==> config.mk <==
export PLATFORM = sky130hd
export DESIGN_NAME = parity_stream_merger
export DESIGN_NICKNAME = d
export VERILOG_FILES = /design/src/rtl/parity_merge_pkg.sv /design/src/rtl/merge_byte_fifo.sv /design/src/rtl/parity_stream_merger.sv
export SDC_FILE = /design/constraint.sdc
export NUM_CORES = 1
export LEC_CHECK = 0
export ABC_AREA = 1
export CAP_MARGIN = 0
export CORE_MARGIN = 2
export CORE_UTILIZATION = 50
export CTS_BUF_LIST = sky130_fd_sc_hd__clkbuf_8
export DETAILED_ROUTE_END_ITERATION = 6
export GPL_TIMING_DRIVEN = 0
export PLACE_DENSITY = 0.69
export SYNTH_ARGS = -nofsm -noshare
export SYNTH_HDL_FRONTEND = slang
export SYNTH_HIERARCHICAL = 1
export SYNTH_SLANG_ARGS = --single-unit
==> constraint.sdc <==
create_clock -name a_clk -period 4.15 [get_ports a_clk]
set_input_delay 0.83 -clock a_clk [delete_from_list [all_inputs] [get_ports a_clk]]
set_output_delay 0.83 -clock a_clk [all_outputs]
set_load 0.005 [all_outputs]
==> src/rtl/parity_merge_pkg.sv <==
// Shared types and helpers for the parity stream merger: arbiter states,
// source tags and a width-agnostic parity function.
package parity_merge_pkg;

    typedef enum logic [1:0] {
        IDLE       = 2'd0,
        GRANT_EVEN = 2'd1,
        GRANT_ODD  = 2'd2
    } arb_state_t;

    localparam logic SRC_EVEN = 1'b0;
    localparam logic SRC_ODD  = 1'b1;

    // Callers zero-extend their data, which leaves the XOR reduction unchanged.
    function automatic logic xor_parity(input logic [63:0] d);
        return ^d;
    endfunction

endpackage

==> src/rtl/merge_byte_fifo.sv <==
// Show-ahead synchronous FIFO with async active-high reset; set_last marks the
// most recently written entry as end of packet.
module merge_byte_fifo #(
    parameter int WIDTH = 9,
    parameter int DEPTH = 8
) (
    input  logic                     clk,
    input  logic                     rst,
    input  logic                     push,
    input  logic [WIDTH-1:0]         push_data,
    input  logic                     set_last,
    input  logic                     pop,
    output logic [WIDTH-1:0]         rd_data,
    output logic                     full,
    output logic                     empty,
    output logic [$clog2(DEPTH):0]   count
);
    localparam int PTR_W = $clog2(DEPTH);
    localparam int CNT_W = PTR_W + 1;

    logic [WIDTH-1:0] mem [DEPTH];
    logic [PTR_W-1:0] wr_ptr;
    logic [PTR_W-1:0] rd_ptr;
    logic [PTR_W-1:0] last_ptr;
    logic             do_push;
    logic             do_pop;

    assign full     = (count == CNT_W'(DEPTH));
    assign empty    = (count == '0);
    assign do_push  = push && !full;
    assign do_pop   = pop && !empty;
    assign last_ptr = wr_ptr - PTR_W'(1);
    assign rd_data  = mem[rd_ptr];

    // Pointers wrap naturally because DEPTH is a power of two.
    always_ff @(posedge clk or posedge rst) begin
        if (rst) begin
            wr_ptr <= '0;
            rd_ptr <= '0;
            count  <= '0;
        end else begin
            if (do_push) wr_ptr <= wr_ptr + PTR_W'(1);
            if (do_pop)  rd_ptr <= rd_ptr + PTR_W'(1);
            case ({do_push, do_pop})
                2'b10:   count <= count + CNT_W'(1);
                2'b01:   count <= count - CNT_W'(1);
                default: count <= count;
            endcase
        end
    end

    always_ff @(posedge clk) begin
        if (do_push) begin
            mem[wr_ptr] <= push_data;
        end else if (set_last && !empty) begin
            mem[last_ptr][WIDTH-1] <= 1'b1;
        end
    end

endmodule

==> src/rtl/parity_stream_merger.sv <==
// Merges the even- and odd-parity AXI-Stream byte outputs of the parity filter
// into one stream, packet-interleaved, tagged on tuser. Optional check: PARITY_MERGE_CHECK_EN.
import parity_merge_pkg::*;

module parity_stream_merger #(
    parameter int DATA_W     = 8,
    parameter int FIFO_DEPTH = 8,
    parameter int CNT_W      = 16
) (
    input  logic              a_clk,
    input  logic              axis_aresetn,
    input  logic              axis_s_tvalid_even,
    input  logic [DATA_W-1:0] axis_s_tdata_even,
    input  logic              axis_s_tlast_even,
    output logic              axis_s_tready_even,
    input  logic              axis_s_tvalid_odd,
    input  logic [DATA_W-1:0] axis_s_tdata_odd,
    input  logic              axis_s_tlast_odd,
    output logic              axis_s_tready_odd,
    output logic              axis_m_tvalid,
    output logic [DATA_W-1:0] axis_m_tdata,
    output logic              axis_m_tlast,
    output logic              axis_m_tuser,
    input  logic              axis_m_tready,
    output logic [CNT_W-1:0]  parity_err_cnt
);
    localparam int FW = DATA_W + 1;
    localparam int CW = $clog2(FIFO_DEPTH) + 1;

    function automatic arb_state_t grant_of(input logic src);
        return src ? GRANT_ODD : GRANT_EVEN;
    endfunction

    logic          rst;
    logic          even_acc, odd_acc, even_push, odd_push;
    logic          even_set_last, odd_set_last;
    logic          even_full, even_empty, odd_full, odd_empty;
    logic          even_pop, odd_pop;
    logic [CW-1:0] even_count, odd_count;
    logic [FW-1:0] even_rd, odd_rd, sel_data;
    arb_state_t    state;
    logic          last_grant, sel, avail, load;
    logic          popped_last, other_ready, sel_more;

    // Legacy port name; the reset is active-high.
    assign rst = axis_aresetn;

    assign axis_s_tready_even = !even_full;
    assign axis_s_tready_odd  = !odd_full;
    assign even_acc = axis_s_tvalid_even && axis_s_tready_even;
    assign odd_acc  = axis_s_tvalid_odd && axis_s_tready_odd;

`ifdef PARITY_MERGE_CHECK_EN
    function automatic logic [CNT_W-1:0] sat_add(input logic [CNT_W-1:0] a, input logic [1:0] b);
        logic [CNT_W:0] s;
        s = {1'b0, a} + (CNT_W+1)'(b);
        return s[CNT_W] ? '1 : s[CNT_W-1:0];
    endfunction

    logic       even_drop, odd_drop;
    logic [1:0] n_drop;

    assign even_drop     = even_acc && (xor_parity(64'(axis_s_tdata_even)) != 1'b0);
    assign odd_drop      = odd_acc && (xor_parity(64'(axis_s_tdata_odd)) != 1'b1);
    assign n_drop        = {1'b0, even_drop} + {1'b0, odd_drop};
    assign even_push     = even_acc && !even_drop;
    assign odd_push      = odd_acc && !odd_drop;
    // A dropped end-of-packet byte still closes the packet already buffered.
    assign even_set_last = even_drop && axis_s_tlast_even;
    assign odd_set_last  = odd_drop && axis_s_tlast_odd;

    always_ff @(posedge a_clk or posedge rst) begin
        if (rst) begin
            parity_err_cnt <= '0;
        end else if (n_drop != 2'd0) begin
            parity_err_cnt <= sat_add(parity_err_cnt, n_drop);
        end
    end
`else
    assign even_push      = even_acc;
    assign odd_push       = odd_acc;
    assign even_set_last  = 1'b0;
    assign odd_set_last   = 1'b0;
    assign parity_err_cnt = '0;
`endif

    merge_byte_fifo #(.WIDTH(FW), .DEPTH(FIFO_DEPTH)) u_even_fifo (
        .clk(a_clk), .rst(rst),
        .push(even_push), .push_data({axis_s_tlast_even, axis_s_tdata_even}),
        .set_last(even_set_last), .pop(even_pop), .rd_data(even_rd),
        .full(even_full), .empty(even_empty), .count(even_count)
    );

    merge_byte_fifo #(.WIDTH(FW), .DEPTH(FIFO_DEPTH)) u_odd_fifo (
        .clk(a_clk), .rst(rst),
        .push(odd_push), .push_data({axis_s_tlast_odd, axis_s_tdata_odd}),
        .set_last(odd_set_last), .pop(odd_pop), .rd_data(odd_rd),
        .full(odd_full), .empty(odd_empty), .count(odd_count)
    );

    // IDLE decides and pops in the same cycle; a granted side is held until its tlast.
    always_comb begin
        sel   = SRC_EVEN;
        avail = 1'b0;
        case (state)
            GRANT_EVEN: begin
                sel   = SRC_EVEN;
                avail = !even_empty;
            end
            GRANT_ODD: begin
                sel   = SRC_ODD;
                avail = !odd_empty;
            end
            default: begin
                avail = !even_empty || !odd_empty;
                if (!even_empty && !odd_empty) sel = !last_grant;
                else                           sel = even_empty ? SRC_ODD : SRC_EVEN;
            end
        endcase
    end

    assign load        = avail && (!axis_m_tvalid || axis_m_tready);
    assign sel_data    = sel ? odd_rd : even_rd;
    assign even_pop    = load && (sel == SRC_EVEN);
    assign odd_pop     = load && (sel == SRC_ODD);
    assign popped_last = sel_data[DATA_W];
    assign other_ready = sel ? !even_empty : !odd_empty;
    assign sel_more    = sel ? (odd_count > CW'(1)) : (even_count > CW'(1));

    always_ff @(posedge a_clk or posedge rst) begin
        if (rst) begin
            state      <= IDLE;
            last_grant <= SRC_ODD;
        end else if (load) begin
            if (popped_last) begin
                last_grant <= sel;
                if (other_ready)   state <= grant_of(!sel);
                else if (sel_more) state <= grant_of(sel);
                else               state <= IDLE;
            end else begin
                state <= grant_of(sel);
            end
        end
    end

    // ---- output register stage ----
    always_ff @(posedge a_clk or posedge rst) begin
        if (rst) begin
            axis_m_tvalid <= 1'b0;
            axis_m_tdata  <= '0;
            axis_m_tlast  <= 1'b0;
            axis_m_tuser  <= 1'b0;
        end else if (load) begin
            axis_m_tvalid <= 1'b1;
            axis_m_tdata  <= sel_data[DATA_W-1:0];
            axis_m_tlast  <= popped_last;
            axis_m_tuser  <= sel;
        end else if (axis_m_tready) begin
            axis_m_tvalid <= 1'b0;
        end
    end

endmodule

# --- After elaboration in Yosys (flattened, before gate mapping) ---
# Memory sizes are Yosys's and may differ from the RTL's.
# Index checks and enable logic that the tools add are counted.
op_classes:
  n_addsub: 8
  magnitude_cmp: 2
  n_eq_ne: 8
  mux: 20
  n_bitwise: 1
  reduce_logical: 24
op_table:
  columns: ["cell", "n"]
  rows:
  - ["4-bit case mux with 2 select lines", 2]
  - ["3-bit by 1-bit adder with 3-bit output (second input constant)", 4]
  - ["1-bit logical AND", 10]
  - ["1-bit 2-to-1 mux", 10]
  - ["2-bit 2-to-1 mux", 5]
  - ["9-bit 2-to-1 mux", 1]
  - ["4-bit by 1-bit adder with 4-bit output (second input constant)", 2]
  - ["4-bit equality test (second input constant)", 2]
  - ["4-bit by 1-bit greater-than comparator with 1-bit output (second input constant)", 2]
  - ["4-bit logical NOT", 2]
  - ["4-bit by 1-bit subtractor with 4-bit output (second input constant)", 2]
  - ["2-bit by 1-bit equality test with 1-bit output (second input constant)", 3]
  - ["2-bit equality test (second input constant)", 3]
  - ["1-bit logical NOT", 6]
  - ["2-bit nonzero test", 3]
  - ["1-bit case mux with 2 select lines", 2]
  - ["1-bit logical OR", 2]
  - ["2-bit AND reduction", 1]
  - ["1-bit NOT", 1]
totals:
  regBits: 34
  mem_bits_rw: 144
  in_bits: 23
  word_cells: 77
  mem_count: 2
memory_table:
  columns: ["name", "depth", "width", "read_ports", "rd_clocked_by_memory_dff", "write_ports", "line", "rtl"]
  rows:
  - ["u_even_fifo.mem", 8, 9, 1, 0, 1, "merge_byte_fifo.sv:21", "logic [WIDTH-1:0] mem [DEPTH];"]
  - ["u_odd_fifo.mem", 8, 9, 1, 0, 1, "merge_byte_fifo.sv:21", null]

# --- Logic depth before layout (Yosys ltp) ---
# Gate-level depths: netlist of the first run.
depth:
  ltp_word: 10
  ltp_mapped: 19
  ltp_nobuf: 19

# --- Modules after synthesis ---
# Netlist of the first run, hierarchy kept.
modules_own_cells:
  columns: ["mod", "n_inst", "cells_each", "area_each_um2"]
  rows:
  - ["merge_byte_fifo", 2, 342, 3659.8]
  - ["parity_stream_merger", 1, 131, 1037.2]

# --- Least setup slack after synthesis of the first run ---
# Ideal clock, no wire load.
synth_path:
  path_type: "register -> register"
  start: "register u_odd_fifo.count[2]"
  end: "register u_even_fifo.count[3]"
  setup_ns: 0.121
  arrival_time_ns: 2.537
  t_required_ns: 4.029
  setup_slack_ns: 1.491
  path_stages_with_launch: 20
  path_cell_list: "dfrtp_1 > nor2_1 > nand2_1 > inv_1 > inv_2 > nand2_1 > nand2_2 > nand2_4 > inv_6 > nor2_8 > nand2_1 > inv_1 > ha_1 > ha_1 > a21oi_1 > nand2_1 > a21oi_1 > o21ai_0 > nand2_1 > nand2_1"
synth_between:
  elab_chain_cells: 10
synth_rtl:
  columns: ["element", "line", "rtl"]
  rows:
  - ["start: declaration", "merge_byte_fifo.sv:16", "output logic [$clog2(DEPTH):0] count"]
  - ["start signal: assignment", "merge_byte_fifo.sv:45", "2'b10: count <= count + CNT_W'(1);"]
  - ["start signal: assignment", "merge_byte_fifo.sv:46", "2'b01: count <= count - CNT_W'(1);"]
  - ["start signal: assignment", "merge_byte_fifo.sv:47", "default: count <= count;"]
  - ["4-bit logical NOT (*)", "merge_byte_fifo.sv:29", "assign empty = (count == '0);"]
  - ["via odd_empty", "parity_stream_merger.sv:37", "logic even_full, even_empty, odd_full, odd_empty;"]
  - ["1-bit logical NOT (*)", null, null]
  - ["1-bit logical AND", "parity_stream_merger.sv:116", "if (!even_empty && !odd_empty) sel = !last_grant;"]
  - ["1-bit 2-to-1 mux", "parity_stream_merger.sv:116", null]
  - ["1-bit case mux with 2 select lines", "parity_stream_merger.sv:105", "case (state)"]
  - ["1-bit NOT", "parity_stream_merger.sv:124", "assign even_pop = load && (sel == SRC_EVEN);"]
  - ["1-bit logical AND (*)", "parity_stream_merger.sv:124", null]
  - ["via even_pop", "parity_stream_merger.sv:38", "logic even_pop, odd_pop;"]
  - ["1-bit logical AND (*)", "merge_byte_fifo.sv:31", "assign do_pop = pop && !empty;"]
  - ["via u_even_fifo.do_pop", "merge_byte_fifo.sv:26", "logic do_pop;"]
  - ["2-bit by 1-bit equality test with 1-bit output or 2-bit equality test (tied branches)", "merge_byte_fifo.sv:44", "case ({do_push, do_pop})"]
  - ["4-bit case mux with 2 select lines or 2-bit nonzero test (tied branches)", null, null]
  - ["end signal: assignment", "merge_byte_fifo.sv:45", null]
  - ["end signal: assignment", "merge_byte_fifo.sv:46", null]
  - ["end signal: assignment", "merge_byte_fifo.sv:47", null]
  - ["end: declaration", "merge_byte_fifo.sv:16", null]
# Mark *: on every way through the listed nets, which the timed path passes. The rest lies on a longest branch.
# A chain may end at the register's enable or synchronous reset.

# --- Final worst setup path of the first run ---
# Same ends and word-level chain as after synthesis.

==> impl_metrics.json, run 1 <==
{
  "status": "completed",
  "clockRootBuffer": "clkbuf_8",
  "syn_to_final_growth_pct": 13.4,
  "multi_input_area_um2": 2690,
  "dp_slack_ns": 0.690,
  "drtAntennaViolNets": 0,
  "synthesis.instances": 815,
  "finalSetupViolCount": 0,
  "ys_ff_latch": 178,
  "via_count": 5672,
  "vias_per_cell": 5.07,
  "dr_wl_met3_um": 686,
  "route.detailed.drc": 0,
  "async_flop_share_pct": 19.1,
  "postCtsSetupRepairBufs": 0,
  "p_per_area_nw_per_um2": 773,
  "ir_worst_vdd_uv": 358,
  "startpoint": "u_odd_fifo/count[2]$_DFFE_PP0P_",
  "drv_cap": 0,
  "synth_area_leaders": "edfxtp_1 (52%), dfrtp_1 (9.9%), nor2_1 (7.0%)",
  "num_antenna_cells": 0,
  "wire_per_inst_um": 14.7,
  "worstPathArrival_ns": 3.42,
  "crit_type": "reg -> reg",
  "cp-end-kind": "flip-flop",
  "r2r_start": "u_odd_fifo/count[2]$_DFFE_PP0P_",
  "fp.dieArea_um2": 17800,
  "synth_common_cells": "nor2_1 (156), nand2_1 (147), edfxtp_1 (144)",
  "grt_pass1_wl_um": 27500,
  "synth_ff_type": "edfxtp_1",
  "clock_path_buffers": 2,
  "wirelength_um": 16500,
  "cp.required_ns": 4.50,
  "worst_pin_slew_ns": 0.888,
  "cts_max_level": 4,
  "total_leakage_power_uw": 0.00390,
  "yosysMostFrequentCell": "nor2_1",
  "nNetsFinal": 925,
  "worstSkewPairLatency_ns": 0.45,
  "avgSynthCellArea_um2": 10.3,
  "fin_ws_ns": 1.08,
  "grt_pass1_vias": 5620,
  "met2WireLength_um": 7760,
  "synth_edf_count": 144,
  "clk_pin_slew_ns": 0.08,
  "port_buffers": 35,
  "whs_path_depth": 2,
  "drive_gt1_share_pct": 12.1,
  "grt_overflow": 0,
  "io_pins": 52,
  "hold_viol": 0,
  "holdBufCountCts": 0,
  "cp-start-kind": "flip-flop",
  "reg2reg_depth": 19,
  "worstPathMaxFanout": 9,
  "cts_sinks": 178,
  "grt_max_degree": 17,
  "hold_path.class": "reg -> reg",
  "design.core.area_um2": 16500,
  "ff_latch_area_um2": 5180,
  "slew_headroom_pct": 40.6,
  "cts_tree": "yes",
  "drt_iter0_markers": 386,
  "die_h_um": 133,
  "place_congestion": 0.848,
  "hpwl_um": 11500,
  "antenna_found_initial": 0,
  "synth_top_area_share_pct": 51.7,
  "setup_tns_ns": 0,
  "skew_ns": 0.00819,
  "maxSlewViolCount": 0,
  "ys_warn_count": 6,
  "netlist_area_um2": 8360,
  "fill_cells": 1422,
  "worstSetupEndpoint": "u_even_fifo/count[3]$_DFFE_PP0P_",
  "grtUsageTotal_pct": 19.8,
  "die_w_um": 133,
  "start_util_pct": 50.8,
  "drt_first_pass_iters": 5,
  "finalCritPeriodShare_pct": 74.0,
  "post_cts_resize_count": 0,
  "period_needed_ns": 3.07,
  "cts_buffers": 17,
  "m1WireLength_um": 7690,
  "synth.yosys.seq_area_share_pct": 61.9,
  "reg2reg_to": "u_even_fifo/count[3]$_DFFE_PP0P_",
  "yosysTopAreaCell": "edfxtp_1",
  "grt_setup_unrepaired": "false",
  "row_count": 47,
  "max_freq_mhz": 326,
  "topRoutingLayerUsed": "met4",
  "regToRegSetupSlack_ns": 1.08,
  "ys_types": 37
}
==> worst min path at each step <==
stage                                start                      to  slack (ns)
floorplan           last_grant$_DFFE_PP1P_  last_grant$_DFFE_PP1P_        0.44
global placement    last_grant$_DFFE_PP1P_  last_grant$_DFFE_PP1P_        0.45
detailed placement  last_grant$_DFFE_PP1P_  last_grant$_DFFE_PP1P_        0.46
CTS                 last_grant$_DFFE_PP1P_  last_grant$_DFFE_PP1P_        0.48
global route        last_grant$_DFFE_PP1P_  last_grant$_DFFE_PP1P_        0.50
finish              last_grant$_DFFE_PP1P_  last_grant$_DFFE_PP1P_        0.47
==> per-stage QoR <==
step | std cells | hold slack (ns) | instance area, µm² | util, % | power [µW]
2_1_floorplan | 832 | 0.442 | 8420 | - | 5140
3_3_place_gp | 1087 | 0.452 | 9050 | 54.9 | 5970
3_5_place_dp | 1087 | 0.462 | 9050 | 54.9 | 6060
4_1_cts | 1119 | 0.475 | 9480 | 57.6 | 7340
5_1_grt | 1119 | 0.495 | 9480 | 57.6 | 7930
6_report | 1119 | 0.471 | 9480 | 57.6 | 7320
==> critical path, cell delays in order, from the launching register on <==
cell and delay (ns):
dfrtp_1 0.44, nor2_1 0.25, nand2_1 0.11, inv_1 0.12, inv_2 0.05, nand2_1 0.07, nand2_2 0.08, nand2_4 0.14
inv_6 0.06, nor2_8 0.17, nand2_1 0.10, inv_1 0.14, ha_1 0.29, ha_1 0.31, a21oi_1 0.16, nand2_1 0.10
a21oi_1 0.17, o21ai_0 0.11, nand2_1 0.06, nand2_1 0.04
==> where the power goes <==
group / internal [µW] / switching, µW / total, µW / leakage, µW
sequential: 2450 / 201 / 2650 / 0.00172
combinational: 1170 / 2220 / 3390 / 0.00196
clock: 703 / 583 / 1290 / 0.000224
total: 4320 / 3010 / 7320 / 0.00390
==> metal layers <==
metal | track usage [%] | vias to the layer above
met4 | 7.62 | 0
met1 | 27.7 | 2693
met5 | 0 | -
met2 | 31.0 | 131
met3 | 3.92 | 26
li1 | - | 2822
==> state kept, by name (all words and copies together), names as in the netlist <==
signal and count:
axis_m_tdata 8, u_odd_fifo/mem 72, u_even_fifo/mem 72, u_odd_fifo/rd_ptr 3, axis_m_tlast 1, u_even_fifo/rd_ptr 3, last_grant 1, u_odd_fifo/wr_ptr 3
axis_m_tuser 1, state 2, axis_m_tvalid 1, u_even_fifo/count 4, u_even_fifo/wr_ptr 3, u_odd_fifo/count 4
==> layout make-up <==
type / count / share of cell area, %
multi-input combinational: 539 / 28.3
clock buffer: 17 / 2.47
clock inverter: 15 / 2.11
sequential: 178 / 54.6
tap: 220 / 2.90
inverter: 74 / 2.98
timing repair buffer: 35 / 3.70
buffer: 41 / 2.90
==> kinds of logic after synthesis <==
family,share of synthesized area [%]
XOR/XNOR,1.26
other,0.0449
adder cells (fa/ha/maj),2.58
flip-flops,61.9
AO/OA/AOI/OAI,8.20
buffers and inverters,6.68
AND/OR/NAND/NOR,19.3
==> placed cells by master (no fill, tap or decap), types with 3 or more instances in the layout <==
cell	instances
nand2_1	147
conb_1	18
nand3_2	6
a21oi_1	22
nand2_2	15
inv_2	6
inv_1	65
clkinv_2	3
xor2_1	10
o21ai_0	83
edfxtp_1	144
ha_1	14
bufinv_16	5
dfrtp_1	33
nor2_1	156
clkbuf_8	17
nand2_4	5
buf_2	18
clkdlybuf4s50_1	35
clkinv_1	7
buf_4	18
a31oi_1	18
nand3_1	24
(Power assumes the default switching activity.)
==> run 2: changes to the inputs <==
PLACE_DENSITY = 0.72   (was 0.69)
clock period = 2.64 ns   (was 4.15 ns; I/O delays follow)
==> run 2 against run 1 <==
  * Highest routed layer unchanged
  * Critical path type unchanged
  * Critical path depth unchanged
  * Final cell count up 1.6%
  * Clock skew up 0.0064 ns
  * Via count up 2.1%
  * Flip-flop and latch count unchanged
  * Sequential share of layout area down 1.4 points
  * Global-route usage down 0.32 points
  * Register-to-register slack worse by 0.89 ns
  * Design area up 2.9%
  * Core utilization up 1.7 points
  * Power up 67%
  * Combinational power up 79%
==> impl_metrics.json, run 2 (synthesis results as in run 1) <==
{
  "via_count": 5791,
  "route.detailed.drc": 0,
  "p_per_area_nw_per_um2": 1250,
  "cts_sinks": 178,
  "row_count": 47,
  "final_cell_mix": "nor2_1 (147), edfxtp_1 (144), nand2_1 (142), o21ai_0 (82), inv_1 (60)",
  "grtUsageTotal_pct": 19.5,
  "worstSkewPairLatency_ns": 0.46,
  "wire_per_inst_um": 14.8,
  "drt_first_pass_iters": 5,
  "crit_type": "reg -> reg",
  "dp.cells": 1087,
  "reg_top3": "u_even_fifo/mem x72, u_odd_fifo/mem x72, axis_m_tdata x8",
  "drtAntennaViolNets": 0,
  "final_cells": 1137,
  "num_antenna_cells": 0,
  "layout_commonest_cell": "nor2_1",
  "hold_path.class": "in -> async",
  "max_freq_mhz": 407,
  "place_congestion": 0.841,
  "antenna_found_initial": 0,
  "setup_tns_ns": 0,
  "cts_buffers": 17,
  "cp.required_ns": 3.00,
  "worst_pin_slew_ns": 0.879,
  "total_leakage_power_uw": 0.00397,
  "finalSetupViolCount": 0,
  "ir_worst_vdd_uv": 718,
  "grt_max_degree": 17,
  "die_w_um": 133,
  "holdBufCountCts": 0,
  "fp.dieArea_um2": 17800,
  "finalCritPeriodShare_pct": 93.0,
  "io_pins": 52,
  "clock_path_buffers": 2,
  "drive_gt1_share_pct": 17.9,
  "grt_setup_unrepaired": "true",
  "worstPathMaxFanout": 6,
  "drv_cap": 0,
  "cp-start-kind": "flip-flop",
  "clk_pin_slew_ns": 0.09,
  "slew_headroom_pct": 41.2,
  "clockRootBuffer": "clkbuf_8",
  "cts_max_level": 4,
  "hold_viol": 0,
  "vias_per_cell": 5.09,
  "cts_tree": "yes",
  "hpwl_um": 11500,
  "grt_pass1_wl_um": 27000,
  "skew_ns": 0.0146,
  "grt_pass1_vias": 5520,
  "design.core.area_um2": 16500,
  "period_needed_ns": 2.45,
  "worstPathArrival_ns": 2.81,
  "wirelength_um": 16800,
  "nNetsFinal": 943,
  "maxSlewViolCount": 0,
  "status": "completed",
  "cp-end-kind": "flip-flop",
  "drt_iter0_markers": 464,
  "start_util_pct": 50.8,
  "die_h_um": 133,
  "grt_overflow": 0,
  "syn_to_final_growth_pct": 16.7,
  "port_buffers": 35
}
[run 2: timing repair]
action / in CTS / in global routing
buffers inserted: 12 / 6
gates resized for setup: 17 / 23
cloned: 0 / 0
endpoints found under the setup margin: 6 / 46
pin swaps: 5 / 7
[run 2: final timing paths]
check | startpoint | to | slack, ns | depth (start not counted)
max | u_odd_fifo/count[3]$_DFFE_PP0P_ | u_odd_fifo/count[3]$_DFFE_PP0P_ | 0.19 | 19
min | axis_aresetn | u_odd_fifo/wr_ptr[1]$_DFFE_PP0P_ | 0.44 | 2
max reg2reg | u_odd_fifo/count[3]$_DFFE_PP0P_ | u_odd_fifo/count[3]$_DFFE_PP0P_ | 0.19 | 19
min reg2reg | last_grant$_DFFE_PP1P_ | last_grant$_DFFE_PP1P_ | 0.48 | 2
max in group asynchronous | axis_aresetn | axis_m_tdata[6]$_DFFE_PP0P_ | 1.73 | 2
min in group a_clk | last_grant$_DFFE_PP1P_ | last_grant$_DFFE_PP1P_ | 0.48 | 2
[run 2: per-stage QoR]
| step | util, % | total power, µW | setup WS [ns] | area [µm²] | hold WS, ns |
|---|---|---|---|---|---|
| 6_report | 59.2 | 12200 | 0.186 | 9750 | 0.436 |
| 5_1_grt | 59.2 | 13100 | -0.0431 | 9750 | 0.469 |
| 4_1_cts | 58.4 | 11800 | 0.000933 | 9610 | 0.430 |
| 3_5_place_dp | 55.0 | 9530 | -0.509 | 9050 | 0.469 |
| 3_3_place_gp | 55.0 | 9370 | -0.410 | 9050 | 0.452 |
| 2_1_floorplan | - | 8090 | 0.00914 | 8420 | 0.368 |
[run 2: worst max-delay path: stages (launching register included)]
cell and delay [ns]:
dfrtp_2 0.45, nor2_4 0.16, nand2_2 0.08, inv_2 0.09
inv_2 0.04, nand2_1 0.08, nand2_2 0.08, nand2_4 0.11
buf_12 0.12, nor2_8 0.03, nand2_2 0.08, inv_2 0.07
ha_4 0.19, ha_4 0.24, a21oi_4 0.13, nand2_2 0.08
a21oi_2 0.13, o21ai_0 0.10, nand2_1 0.06, nand2_1 0.04
[run 2: final cells by class]
class	instances	area [µm²]
fillers	1367	6710
well taps	220	275
clock buffers	17	234
inverters	74	283
flip-flops and latches	178	5180
clock inverters	15	190
multi-input cells	539	2810
repair buffers	53	498
plain buffers	41	275
[run 2: report_power, final]
group / total (µW) / leakage (µW) / switching (µW) / internal (µW)
Clock: 1980 / 0.000218 / 953 / 1020
Sequential: 4150 / 0.00171 / 294 / 3860
Combinational: 6070 / 0.00205 / 3760 / 2320
Total: 12200 / 0.00397 / 5000 / 7200
[run 2: routing by layer]
metal	up-vias	share of wire, %	track usage, %
met5	-	0	0
li1	2859	-	-
met4	0	2.3	8.63
met2	133	48	31.5
met3	26	3.6	2.89
met1	2773	46	26.5
